File: src/rtl/exe_pkg.sv
// Shared definitions for the EXE-stage multiplier: FSM states, command
// encodings, status-register bit positions and the default datapath width.
`timescale 1ns/1ps
package exe_pkg;
    localparam int EXE_WIDTH = 32;

    typedef enum logic [1:0] {
        IDLE = 2'd0,
        RUN  = 2'd1,
        DONE = 2'd2
    } mul_state_e;

    localparam logic [3:0] EXE_CMD_MUL = 4'hA;
    localparam logic [3:0] EXE_CMD_MLA = 4'hB;

    localparam int SR_N = 3;
    localparam int SR_Z = 2;
    localparam int SR_C = 1;
    localparam int SR_V = 0;
endpackage

File: src/rtl/mul_shift_add_dp.sv
// Shift-add multiplier datapath: operand/product registers, the adder and the
// iteration counter. The sequencer drives load/step and watches last_step.
`timescale 1ns/1ps
module mul_shift_add_dp
    import exe_pkg::*;
#(
    parameter int WIDTH = EXE_WIDTH
) (
    input  logic             clk,
    input  logic             rst,
    input  logic             load,
    input  logic             step,
    input  logic             acc,
    input  logic [WIDTH-1:0] op_a,
    input  logic [WIDTH-1:0] op_b,
    input  logic [WIDTH-1:0] op_acc,
    output logic [WIDTH-1:0] prod_step,
    output logic             last_step
);
    localparam int CW = $clog2(WIDTH);

    logic [WIDTH-1:0] mcand_q, mcand_d;
    logic [WIDTH-1:0] mplier_q, mplier_d;
    logic [WIDTH-1:0] prod_q, prod_d;
    logic [CW-1:0]    cnt_q, cnt_d;

    // prod_step is the product after the current iteration, used both as the
    // next register value and as the final result on the last step.
    assign prod_step = prod_q + (mplier_q[0] ? mcand_q : '0);
    assign last_step = (mplier_q[WIDTH-1:1] == '0) || (cnt_q == CW'(WIDTH - 1));

    always_comb begin
        mcand_d  = mcand_q;
        mplier_d = mplier_q;
        prod_d   = prod_q;
        cnt_d    = cnt_q;
        if (load) begin
            mcand_d  = op_a;
            mplier_d = op_b;
            prod_d   = acc ? op_acc : '0;
            cnt_d    = '0;
        end else if (step) begin
            mcand_d  = mcand_q << 1;
            mplier_d = mplier_q >> 1;
            prod_d   = prod_step;
            cnt_d    = cnt_q + 1'b1;
        end
    end

    always_ff @(posedge clk or negedge rst) begin
        if (!rst) begin
            mcand_q  <= '0;
            mplier_q <= '0;
            prod_q   <= '0;
            cnt_q    <= '0;
        end else begin
            mcand_q  <= mcand_d;
            mplier_q <= mplier_d;
            prod_q   <= prod_d;
            cnt_q    <= cnt_d;
        end
    end
endmodule

File: src/rtl/exe_mul_sequencer.sv
// MUL/MLA sequencer beside the EXE ALU: freezes the pipeline while the
// shift-add datapath iterates, then pulses done with result and N/Z flags.
`timescale 1ns/1ps
module exe_mul_sequencer
    import exe_pkg::*;
#(
    parameter int WIDTH = EXE_WIDTH
) (
    input  logic             clk,
    input  logic             rst,
    input  logic             start,
    input  logic             acc,
    input  logic             S,
    input  logic             flush,
    input  logic [WIDTH-1:0] op_a,
    input  logic [WIDTH-1:0] op_b,
    input  logic [WIDTH-1:0] op_acc,
    input  logic [3:0]       sr_in,
    output logic             busy,
    output logic             done,
    output logic [WIDTH-1:0] result,
    output logic [3:0]       status_out,
    output logic             status_we
);
    mul_state_e       state_q, state_d;
    logic [WIDTH-1:0] result_q, result_d;
    logic [3:0]       status_q, status_d;
    logic             done_q, done_d;
    logic             we_q, we_d;
    logic             s_q, s_d;

    logic             load;
    logic             step;
    logic [WIDTH-1:0] prod_step;
    logic             last_step;
    logic             unused_sr;

    assign unused_sr = ^sr_in[3:2];

    assign load = (state_q == IDLE) && start && !flush;
    assign step = (state_q == RUN) && !flush;
    // Combinational so the issuing instruction is held in its own cycle.
    assign busy = (state_q == RUN) || load;

    mul_shift_add_dp #(.WIDTH(WIDTH)) u_dp (
        .clk       (clk),
        .rst       (rst),
        .load      (load),
        .step      (step),
        .acc       (acc),
        .op_a      (op_a),
        .op_b      (op_b),
        .op_acc    (op_acc),
        .prod_step (prod_step),
        .last_step (last_step)
    );

    always_comb begin
        state_d  = state_q;
        result_d = result_q;
        status_d = status_q;
        done_d   = 1'b0;
        we_d     = 1'b0;
        s_d      = s_q;
        case (state_q)
            IDLE: begin
                if (load) begin
                    state_d = RUN;
                    s_d     = S;
                end
            end
            RUN: begin
                if (flush) begin
                    state_d = IDLE;
                end else if (last_step) begin
                    state_d          = DONE;
                    result_d         = prod_step;
                    status_d[SR_N]   = prod_step[WIDTH-1];
                    status_d[SR_Z]   = (prod_step == '0);
                    status_d[SR_C]   = sr_in[SR_C];
                    status_d[SR_V]   = sr_in[SR_V];
                    done_d           = 1'b1;
                    we_d             = s_q;
                end
            end
            DONE:    state_d = IDLE;
            default: state_d = IDLE;
        endcase
    end

    always_ff @(posedge clk or negedge rst) begin
        if (!rst) begin
            state_q  <= IDLE;
            result_q <= '0;
            status_q <= '0;
            done_q   <= 1'b0;
            we_q     <= 1'b0;
            s_q      <= 1'b0;
        end else begin
            state_q  <= state_d;
            result_q <= result_d;
            status_q <= status_d;
            done_q   <= done_d;
            we_q     <= we_d;
            s_q      <= s_d;
        end
    end

    assign done       = done_q;
    assign status_we  = we_q;
    assign result     = result_q;
    assign status_out = status_q;
endmodule
File: config.mk
export PLATFORM = sky130hd
export DESIGN_NAME = exe_mul_sequencer
export DESIGN_NICKNAME = d
export VERILOG_FILES = /design/src/rtl/exe_pkg.sv /design/src/rtl/mul_shift_add_dp.sv /design/src/rtl/exe_mul_sequencer.sv
export SDC_FILE = /design/constraint.sdc
export NUM_CORES = 1
export LEC_CHECK = 0
export ABC_AREA = 1
export CELL_PAD_IN_SITES_DETAIL_PLACEMENT = 0
export CELL_PAD_IN_SITES_GLOBAL_PLACEMENT = 2
export CORE_ASPECT_RATIO = 1.4
export CORE_MARGIN = 2
export CORE_UTILIZATION = 27
export CTS_CLUSTER_SIZE = 30
export DETAILED_ROUTE_END_ITERATION = 8
export PLACE_DENSITY = 0.8
export SETUP_SLACK_MARGIN = 0.05
export SLEW_MARGIN = 40
export SYNTH_ARGS = -nofsm -noshare
export SYNTH_HDL_FRONTEND = slang
export SYNTH_HIERARCHICAL = 1
export SYNTH_SLANG_ARGS = --single-unit
File: constraint.sdc
create_clock -name clk -period 2.5 [get_ports clk]
set_input_delay 0.5 -clock clk [delete_from_list [all_inputs] [get_ports clk]]
set_output_delay 0.5 -clock clk [all_outputs]
set_load 0.01 [all_outputs]
After elaboration in Yosys (flattened, before gate mapping)

Index checks and enable logic that the tools add are counted.

Flip-flop bits (word level): 142
Input port bits: 106
Output and inout bits: 39
Word-level logic and storage cells: 50

$add $sub $neg: 2
Equality and inequality tests: 4
Muxes and demuxes: 20
Bitwise gates (word level): 1
Reductions and logical operators: 13

Operators with widths:

| operator                                                              | count |
|---|---|
| 32-bit 2-to-1 mux                                                     | 8 |
| 32-bit adder                                                          | 1 |
| 32-bit logical NOT                                                    | 1 |
| 31-bit logical NOT                                                    | 1 |
| 5-bit 2-to-1 mux                                                      | 2 |
| 1-bit 2-to-1 mux                                                      | 6 |
| 2-bit 2-to-1 mux                                                      | 3 |
| 5-bit by 1-bit adder with 5-bit output, second input constant         | 1 |
| 5-bit equality test, second input constant                            | 1 |
| 2-bit case mux with 2 select lines                                    | 1 |
| 2-bit AND reduction                                                   | 2 |
| 1-bit logical AND                                                     | 3 |
| 3-bit inequality test, second input constant                          | 1 |
| 3-bit AND reduction                                                   | 1 |
| 2-bit by 1-bit equality test with 1-bit output, second input constant | 1 |
| 2-bit logical NOT                                                     | 1 |
| 1-bit logical OR                                                      | 2 |
| 2-bit inequality test, second input constant                          | 1 |
| 2-bit nonzero test                                                    | 1 |
| 1-bit logical NOT                                                     | 1 |
| 1-bit NOT                                                             | 1 |

Logic depth before layout (Yosys ltp)

Gate-level depths: netlist of the first run.

Word-level depth: 5
Mapped depth: 20
Depth with buffers taken out: 19

By module

Netlist of the first run, hierarchy kept.

Modules (own cells, without submodules):

| module            | times used | cells each | area each (um2) |
|---|---|---|---|
| mul_shift_add_dp  | 1          | 1,104      | 7,359.6 |
| exe_mul_sequencer | 1          | 200        | 1,664.1 |

Least setup slack after synthesis of the first run

No wires, ideal clock.

Kind: register -> register
From: register u_dp.mplier_q[0]
To: register status_q[2], in the netlist status_out[2]
Setup time: 75 ps
Arrival time: 2,426 ps
Data required time: 2,425 ps
Setup slack: -1 ps
Cell stages (with the launch flop): 20
Period minus slack after synthesis: 2,501 ps
Cell sequence: dfrtp_1 > clkbuf_1 > clkbuf_1 > nand2_1 > inv_1 > fa_1 > nand3_1 > nand3_1 > nand2_1 > nand2_1 > nand2_1 > nand2_2 > nand2_1 > nand3_1 > and2_1 > nor2_1 > nand3_1 > nor2_1 > nand2_1 > o21bai_2

Word-level cells in the longest chain between the ends: 3

Ends and longest elaborated chain:

| element                  | line                     | source |
|---|---|---|
| start: declaration       | mul_shift_add_dp.sv:23   | `logic [WIDTH-1:0] mplier_q, mplier_d;` |
| start signal: assignment | mul_shift_add_dp.sv:58   | `mplier_q <= mplier_d;` |
| 32-bit 2-to-1 mux        | mul_shift_add_dp.sv:29   | `assign prod_step = prod_q + (mplier_q[0] ? mcand_q : '0);` |
| 32-bit adder             | mul_shift_add_dp.sv:29   |  |
| via prod_step[24]        | exe_mul_sequencer.sv:34  | `logic [WIDTH-1:0] prod_step;` |
| 32-bit logical NOT       | exe_mul_sequencer.sv:79  | `status_d[SR_Z] = (prod_step == '0);` |
| end signal: assignment   | exe_mul_sequencer.sv:102 | `status_q <= status_d;` |
| end: declaration         | exe_mul_sequencer.sv:27  | `logic [3:0] status_q, status_d;` |

The timed path passes the listed nets, and every way through them passes these cells.
A chain may end at the register's enable or synchronous reset.

Final worst setup path of the first run

Same ends and word-level chain as after synthesis.

==> metrics.yaml, run 1 <==
path_clk_slew_ns: 0.06
drt_wl_total_um: 29800
worstPathArrival_ns: 3.05
violations: "negative setup slack"
critPathKind: "register to register"
grt_start_max_net_pins: 65
layout-drive-gt1-share_pct: 20.1
syn_to_final_growth_pct: 45.8
setup_viol: 1
place.port_buffers: 142
ys_ff_latch: 141
route.met3.wl_um: 957
cp_num_cells: 19
hpwl_um: 23400
drtPass1Iterations: 4
fin_cells: 2014
crit_family: "simple AND/OR/NAND/NOR gates"
drv_slew: 0
clock_latency_ns: 0.44
gp_congestion: 0.879
grt_pass1_wl_um: 46400
critPathRequiredTime_ns: 2.86
min-delay-path-class: "input port to async pin"
hold_buffers: 0
max_stage_delay_ns: 0.45
cap_violations: 0
dr.max_layer_used: "met4"
ioPinCount: 145
routed_via_density: 4.38
power_density_nw_per_um2: 1030
cts_buffers: 17
antennaDiodeCount: 0
cpMostUsedCell: "nand2_1"
end_kind: "register"
synth_warnings: 6
drc: 0
max_slew_margin_pct: 63.6
cts_tree: "yes"
ys_types: 41
syn-cell-area_um2: 9020
vias: 8816
start_util_pct: 27.3
layout_commonest_cell: "nand2_1"
dieHeight_um: 220
fillCellCount: 3592
fin_skew_ns: 0.0124
p_total_w: 0.0136
nNetsFinal: 1697
avgSynthCellArea_um2: 6.92
cts.sinks: 141
rows: 79
syn-num-nets: 1444
r2r_cells: 19
dr.first_iter.drc_count: 307
p_leak_nw: 6.80
path_max_fanout: 17
core-area_um2: 33100
period_minus_slack_ns: 2.69
ant_nets: 0
timing.final.ws_setup_ns: -0.187
antenna_found_initial: 0
dpl_cell_area_um2: 11900
ir_worst_vdd_uv: 491
placed_cells: 1982
seq_area_um2: 3530
grt_usage_pct: 17.4
die_w_um: 159
cts_max_level: 4
clockBufferDepth: 2
crit_path_top_delay_cell: "dfrtp_2"
multi_input_area_um2: 4960
route.met2.wl_um: 16500
synthCells: 1304
status: "complete, but fails checks"
crit_path_start_kind: "register"
overflow: 0
hold_slack_ns: 0.0142
postCtsSetupBuffers: 0
wl_met1_um: 11800
grt_pass1_vias: 8879
design_area_um2: 13200
finalCritPeriodShare_pct: 107
cts_root_buf: "clkbuf_16"
worstPathCellList: "buf_12 > nand2_1 > inv_2 > ha_4 > fa_2 > nand3_2 > nand3_4 > nand2_1 > nand2_1 > nand2_1 > nand2_2 > nand2_2 > nand3_1 > and2_4 > nor2_1 > nand3_1 > nor2_1 > nand2_1 > o21bai_2"
tightest_slew_ns: 0.546
die_area_um2: 34900
max_freq_ghz: 0.372
final_cell_mix: "nand2_1, inv_1, clkdlybuf4s50_1, dfrtp_1, buf_4"
wl_per_cell_um: 14.8
finalHoldViolCount: 0
ys_seq_area_share_pct: 39.1
rsz0062_at_grt: "true"
crit_buf_inv: 2
==> worst paths after layout <==
path | endpoint | startpoint | slack [ns]
min reg2reg | result[12] | result[12] | 0.47
max reg2reg | status_out[2] | u_dp/mplier_q[0] | -0.19
max | status_out[2] | u_dp/mplier_q[0] | -0.19
min in group clk | result[12] | result[12] | 0.47
min | status_we | rst | 0.01
max in group asynchronous | u_dp/mplier_q[0] | rst | 1.78
==> layer usage <==
layer	up-vias	global-route usage (%)
met2	119	33.8
li1	4538	-
met5	-	0
met4	0	4.71
met1	4131	19.1
met3	28	3.27
==> sequential cells by signal, summed over array words and instances, names as in the netlist <==
register and flops:
status_out 3, u_dp/mcand_q 32, u_dp/mplier_q 32, result 32, state_q 2, done 1, status_we 1, u_dp/prod_q 32
s_q 1, u_dp/cnt_q 5
==> cells by family after synthesis <==
group / after synthesis / share of synthesized area, %
DFF: 141 / 39.1
xor gates and xnor gates: 16 / 1.89
buffers and inverters: 283 / 12.7
and+or+nand+nor: 699 / 31.6
AOI/OAI and AO/OA: 131 / 9.93
adders and majority gates: 34 / 4.80
==> power breakdown <==
| group | leakage (nW) | switching [W] | internal (W) |
|---|---|---|---|
| clock | 0.295 | 0.000991 | 0.00156 |
| combinational | 4.72 | 0.00401 | 0.00375 |
| sequential | 1.78 | 0.000442 | 0.00282 |
==> stage by stage <==
step / util (%) / worst slack, ns / TNS, ns
CTS: 38.3 / -0.186 / -0.210
detailed placement: 36.0 / -0.276 / -0.397
global route: 39.7 / -0.348 / -1.56
global placement: 36.0 / -0.186 / -0.212
finish: 39.7 / -0.187 / -0.187
floorplan: - / 0.103 / 0
==> synthesized netlist by cell type, drive strengths merged <==
| master | instances | area (um^2) |
|---|---|---|
| a21oi | 41 | 205 |
| nor2 | 92 | 355 |
| o21bai | 3 | 26.3 |
| dlymetal6s2s | 1 | 12.5 |
| a21o | 1 | 7.51 |
| o221ai | 50 | 438 |
| nor4 | 7 | 43.8 |
| buf | 22 | 129 |
| ha | 33 | 413 |
| a31oi | 9 | 56.3 |
| o211ai | 5 | 37.5 |
| dfrtp | 141 | 3530 |
| fa | 1 | 20.0 |
| clkbuf | 24 | 120 |
| o21ai | 15 | 75.1 |
| nand3b | 6 | 61.3 |
| nand2 | 522 | 1980 |
| nor3 | 5 | 30.0 |
| and2 | 16 | 100 |
| xor2 | 16 | 170 |
| clkinv | 2 | 8.75 |
| a22oi | 5 | 37.5 |
| nand4 | 2 | 12.5 |
| o22ai | 2 | 12.5 |
| inv | 234 | 878 |
| nand3 | 49 | 265 |
==> cell type report <==
type,count,area share [%]
clock inverters,10,0.865
multi-input cells,880,37.7
flip-flops and latches,141,26.8
clock buffers,21,3.65
well taps,445,4.23
inverters,236,6.75
repair buffers,281,20.0
==> timing repair <==
action,in CTS,in global routing
resized for setup,31,107
setup endpoints to repair,21,47
cloned,0,1
pin swaps,1,4
Power figures use the tool's default switching activity.
==> inputs of run 2 (changes only) <==
--- a/config.mk
+++ b/config.mk
@@ -6,6 +6,7 @@
 export NUM_CORES = 1
 export LEC_CHECK = 0
 export ABC_AREA = 1
+export CAP_MARGIN = 15
 export CELL_PAD_IN_SITES_DETAIL_PLACEMENT = 0
 export CELL_PAD_IN_SITES_GLOBAL_PLACEMENT = 2
 export CORE_ASPECT_RATIO = 1.4
==> results of run 2 <==
Same layout as run 1: the final DEF is identical, and so are final timing and power.
==> inputs of run 3 (changes only) <==
--- a/config.mk
+++ b/config.mk
@@ -6,15 +6,16 @@
 export NUM_CORES = 1
 export LEC_CHECK = 0
 export ABC_AREA = 1
+export ABC_CLOCK_PERIOD_IN_PS = 3400
 export CAP_MARGIN = 15
 export CELL_PAD_IN_SITES_DETAIL_PLACEMENT = 0
 export CELL_PAD_IN_SITES_GLOBAL_PLACEMENT = 2
 export CORE_ASPECT_RATIO = 1.4
 export CORE_MARGIN = 2
-export CORE_UTILIZATION = 27
+export CORE_UTILIZATION = 32
 export CTS_CLUSTER_SIZE = 30
 export DETAILED_ROUTE_END_ITERATION = 8
-export PLACE_DENSITY = 0.8
+export PLACE_DENSITY = 0.88
 export SETUP_SLACK_MARGIN = 0.05
 export SLEW_MARGIN = 40
 export SYNTH_ARGS = -nofsm -noshare
==> constraint.sdc (replaced) <==
create_clock -name clk -period 3.4 [get_ports clk]
set_input_delay 0.68 -clock clk [delete_from_list [all_inputs] [get_ports clk]]
set_output_delay 0.68 -clock clk [all_outputs]
set_load 0.01 [all_outputs]
==> run 3 against run 2 <==
The run now ends clean. Setup slack improved by 0.65 ns. Largest cell class unchanged. Core utilization rose by 1.6 points. First-iteration DRC count up 0.33%. Critical path type unchanged. Highest routed layer unchanged.
==> metrics.yaml, run 3 (synthesis results as in run 1) <==
crit_path_start_kind: "register"
antennaDiodeCount: 0  # unchanged
path_clk_slew_ns: 0.06  # about the same
cts.sinks: 141  # unchanged
wl_per_cell_um: 14.8  # +0.12%
rsz0062_at_grt: "false"
hold_buffers: 0  # unchanged
cts_resized: 0  # -100%
regToRegEndpoint: "status_out[2]"
place.port_buffers: 142  # unchanged
seq_area_um2: 3530  # about the same
worstPathArrival_ns: 3.29  # +0.24 ns
pwr-share-clk_pct: 25.1  # +6.3 points
vias: 8252  # -6.4%
fin_cells: 1817  # -9.8%
min-delay-path-class: "input port to async pin"
drv_slew: 0  # unchanged
p_int_w: 0.00456  # -44%
r2r_cells: 18  # -1
cts_buffers: 17  # unchanged
ir_worst_vdd_uv: 373  # -24%
gp_congestion: 0.875  # -0.43%
hpwl_um: 21400  # -8.7%
switching_share_pct: 42.8  # +2.7 points
die_w_um: 146  # -7.9%
max_stage_delay_ns: 0.49  # +0.04 ns
antenna_found_initial: 0  # unchanged
p_comb_share_pct: 45.9  # -11 points
grt_pass1_vias: 8253  # -7.1%
period_minus_slack_ns: 2.93  # +0.246 ns
postCtsSetupBuffers: 0  # unchanged
setup_viol: 0  # -1
dr.first_iter.drc_count: 308  # +0.33%
reg2reg_from: "u_dp/mplier_q[0]"
layout_commonest_cell: "nand2_1"
drtPass1Iterations: 6  # +2
cap_violations: 0  # unchanged
dieHeight_um: 203  # -8.0%
multi_input_area_um2: 4350  # -12%
start_util_pct: 32.6  # +5.4 points
finalHoldViolCount: 0  # unchanged
ant_nets: 0  # unchanged
fin_skew_ns: 0.0112  # -0.00120 ns
cts_max_level: 4  # unchanged
max_freq_ghz: 0.341  # -8.4%
grt_usage_pct: 18.7  # +1.3 points
syn_to_final_growth_pct: 26.8
crit_buf_inv: 1  # -1
layout-drive-gt1-share_pct: 5.32  # -15 points
seqPwrFrac_pct: 29.0  # +5.0 points
max_slew_margin_pct: 61.8  # -1.8 points
nNetsFinal: 1575  # -7.2%
clock_latency_ns: 0.43  # about the same
drc: 0  # unchanged
finalCritPeriodShare_pct: 86.3  # -21 points
p_leak_nw: 6.14  # -9.7%
placed_cells: 1786  # -9.9%
r2r_slack_ns: 0.47  # +0.65 ns
cts_root_buf: "clkbuf_16"
drt_wl_total_um: 26900  # -9.7%
worstPathCellList: "nand2_1 > inv_1 > ha_1 > fa_1 > nand3_1 > nand3_1 > nand2_1 > nand2_1 > nand2_1 > nand2_2 > nand2_1 > nand3_1 > and2_1 > nor2_1 > nand3_1 > nor2_1 > nand2_1 > o21bai_2"
clockBufferDepth: 2  # unchanged
cts_tree: "yes"
routed_via_density: 4.54  # +3.8%
end_kind: "register"
cpMostUsedCell: "nand2_1"
core-area_um2: 27700  # -16%
power_density_nw_per_um2: 697  # -32%
tightest_slew_ns: 0.573  # +0.0263 ns
path_max_fanout: 9  # -8
crit_path_top_delay_cell: "dfrtp_1"
critPathRequiredTime_ns: 3.76  # +0.90 ns
grt_start_max_net_pins: 65  # unchanged
status: "finished clean"
final_cell_mix: "nand2_1, inv_1, dfrtp_1, clkdlybuf4s50_1, nor2_1"
ioPinCount: 145  # unchanged
p_switching_w: 0.00342  # -37%
die_area_um2: 29600  # -15%
critPathKind: "register to register"
overflow: 0  # unchanged
rows: 72  # -8.9%
crit_family: "simple AND/OR/NAND/NOR gates"
tns_ns: 0  # +0.187 ns
grt_pass1_wl_um: 43500  # -6.2%
fillCellCount: 3003  # -16%
==> run 3: cell count changes in the layout (fill, tap and decap cells not counted), sizes merged <==
cell and delta:
buf -121, bufinv +2, clkinvlp -1, clkbuf -4, inv +2
==> run 3: layout make-up <==
class | count | area share, %
well taps | 370 | 4.05
clock buffers | 18 | 3.75
clock inverters | 13 | 1.67
flip-flops and latches | 141 | 30.8
multi-input cells | 880 | 38.0
inverters | 236 | 7.77
repair buffers | 159 | 13.9
==> run 3: worst max-delay path by stage <==
| stage | startpoint | endpoint | slack (ns) | depth (start not counted) |
|---|---|---|---|---|
| after floorplan | u_dp/mplier_q[0] | status_out[2] | 0.90 | 19 |
| after global placement | u_dp/mplier_q[0] | status_out[2] | 0.45 | 18 |
| after detailed placement | u_dp/mplier_q[0] | status_out[2] | 0.45 | 18 |
| after CTS | u_dp/mplier_q[0] | status_out[2] | 0.42 | 18 |
| after global routing | u_dp/mplier_q[0] | status_out[2] | 0.19 | 18 |
| final | u_dp/mplier_q[0] | status_out[2] | 0.47 | 18 |
==> run 3: worst register-to-register path: stages (launching register included) <==
cell	delay [ns]
dfrtp_1	0.49
nand2_1	0.10
inv_1	0.05
ha_1	0.24
fa_1	0.48
nand3_1	0.12
nand3_1	0.13
nand2_1	0.09
nand2_1	0.11
nand2_1	0.10
nand2_2	0.08
nand2_1	0.11
nand3_1	0.09
and2_1	0.20
nor2_1	0.10
nand3_1	0.07
nor2_1	0.09
nand2_1	0.09
o21bai_2	0.13
==> run 3: per-stage QoR <==
step | util (%) | hold slack (ns) | power [W] | instance area (um^2) | worst slack [ns]
after global routing | 41.4 | 0.257 | 0.00865 | 11400 | 0.193
after floorplan | - | 0.384 | 0.00479 | 9020 | 0.899
after CTS | 41.4 | 0.240 | 0.00809 | 11400 | 0.425
after global placement | 39.1 | 0.460 | 0.00602 | 10800 | 0.447
after detailed placement | 39.1 | 0.465 | 0.00605 | 10800 | 0.451
final | 41.4 | 0.227 | 0.00798 | 11400 | 0.467
==> run 3: power groups by stage <==
stage	sequential [W]	clock, W	combinational (W)
after floorplan	0.00227	0	0.00252
after global placement	0.00233	0	0.00369
after detailed placement	0.00234	0	0.00371
after CTS	0.00231	0.00206	0.00372
after global routing	0.00237	0.00213	0.00416
final	0.00231	0.00200	0.00366
==> run 3: routing by layer <==
metal	global-route usage [%]	routed length, um	vias to the layer above
met5	0	0	-
met4	6.06	567	0
met3	2.99	727	22
met2	34.6	14300	130
met1	22.0	11400	3794
li1	-	-	4306
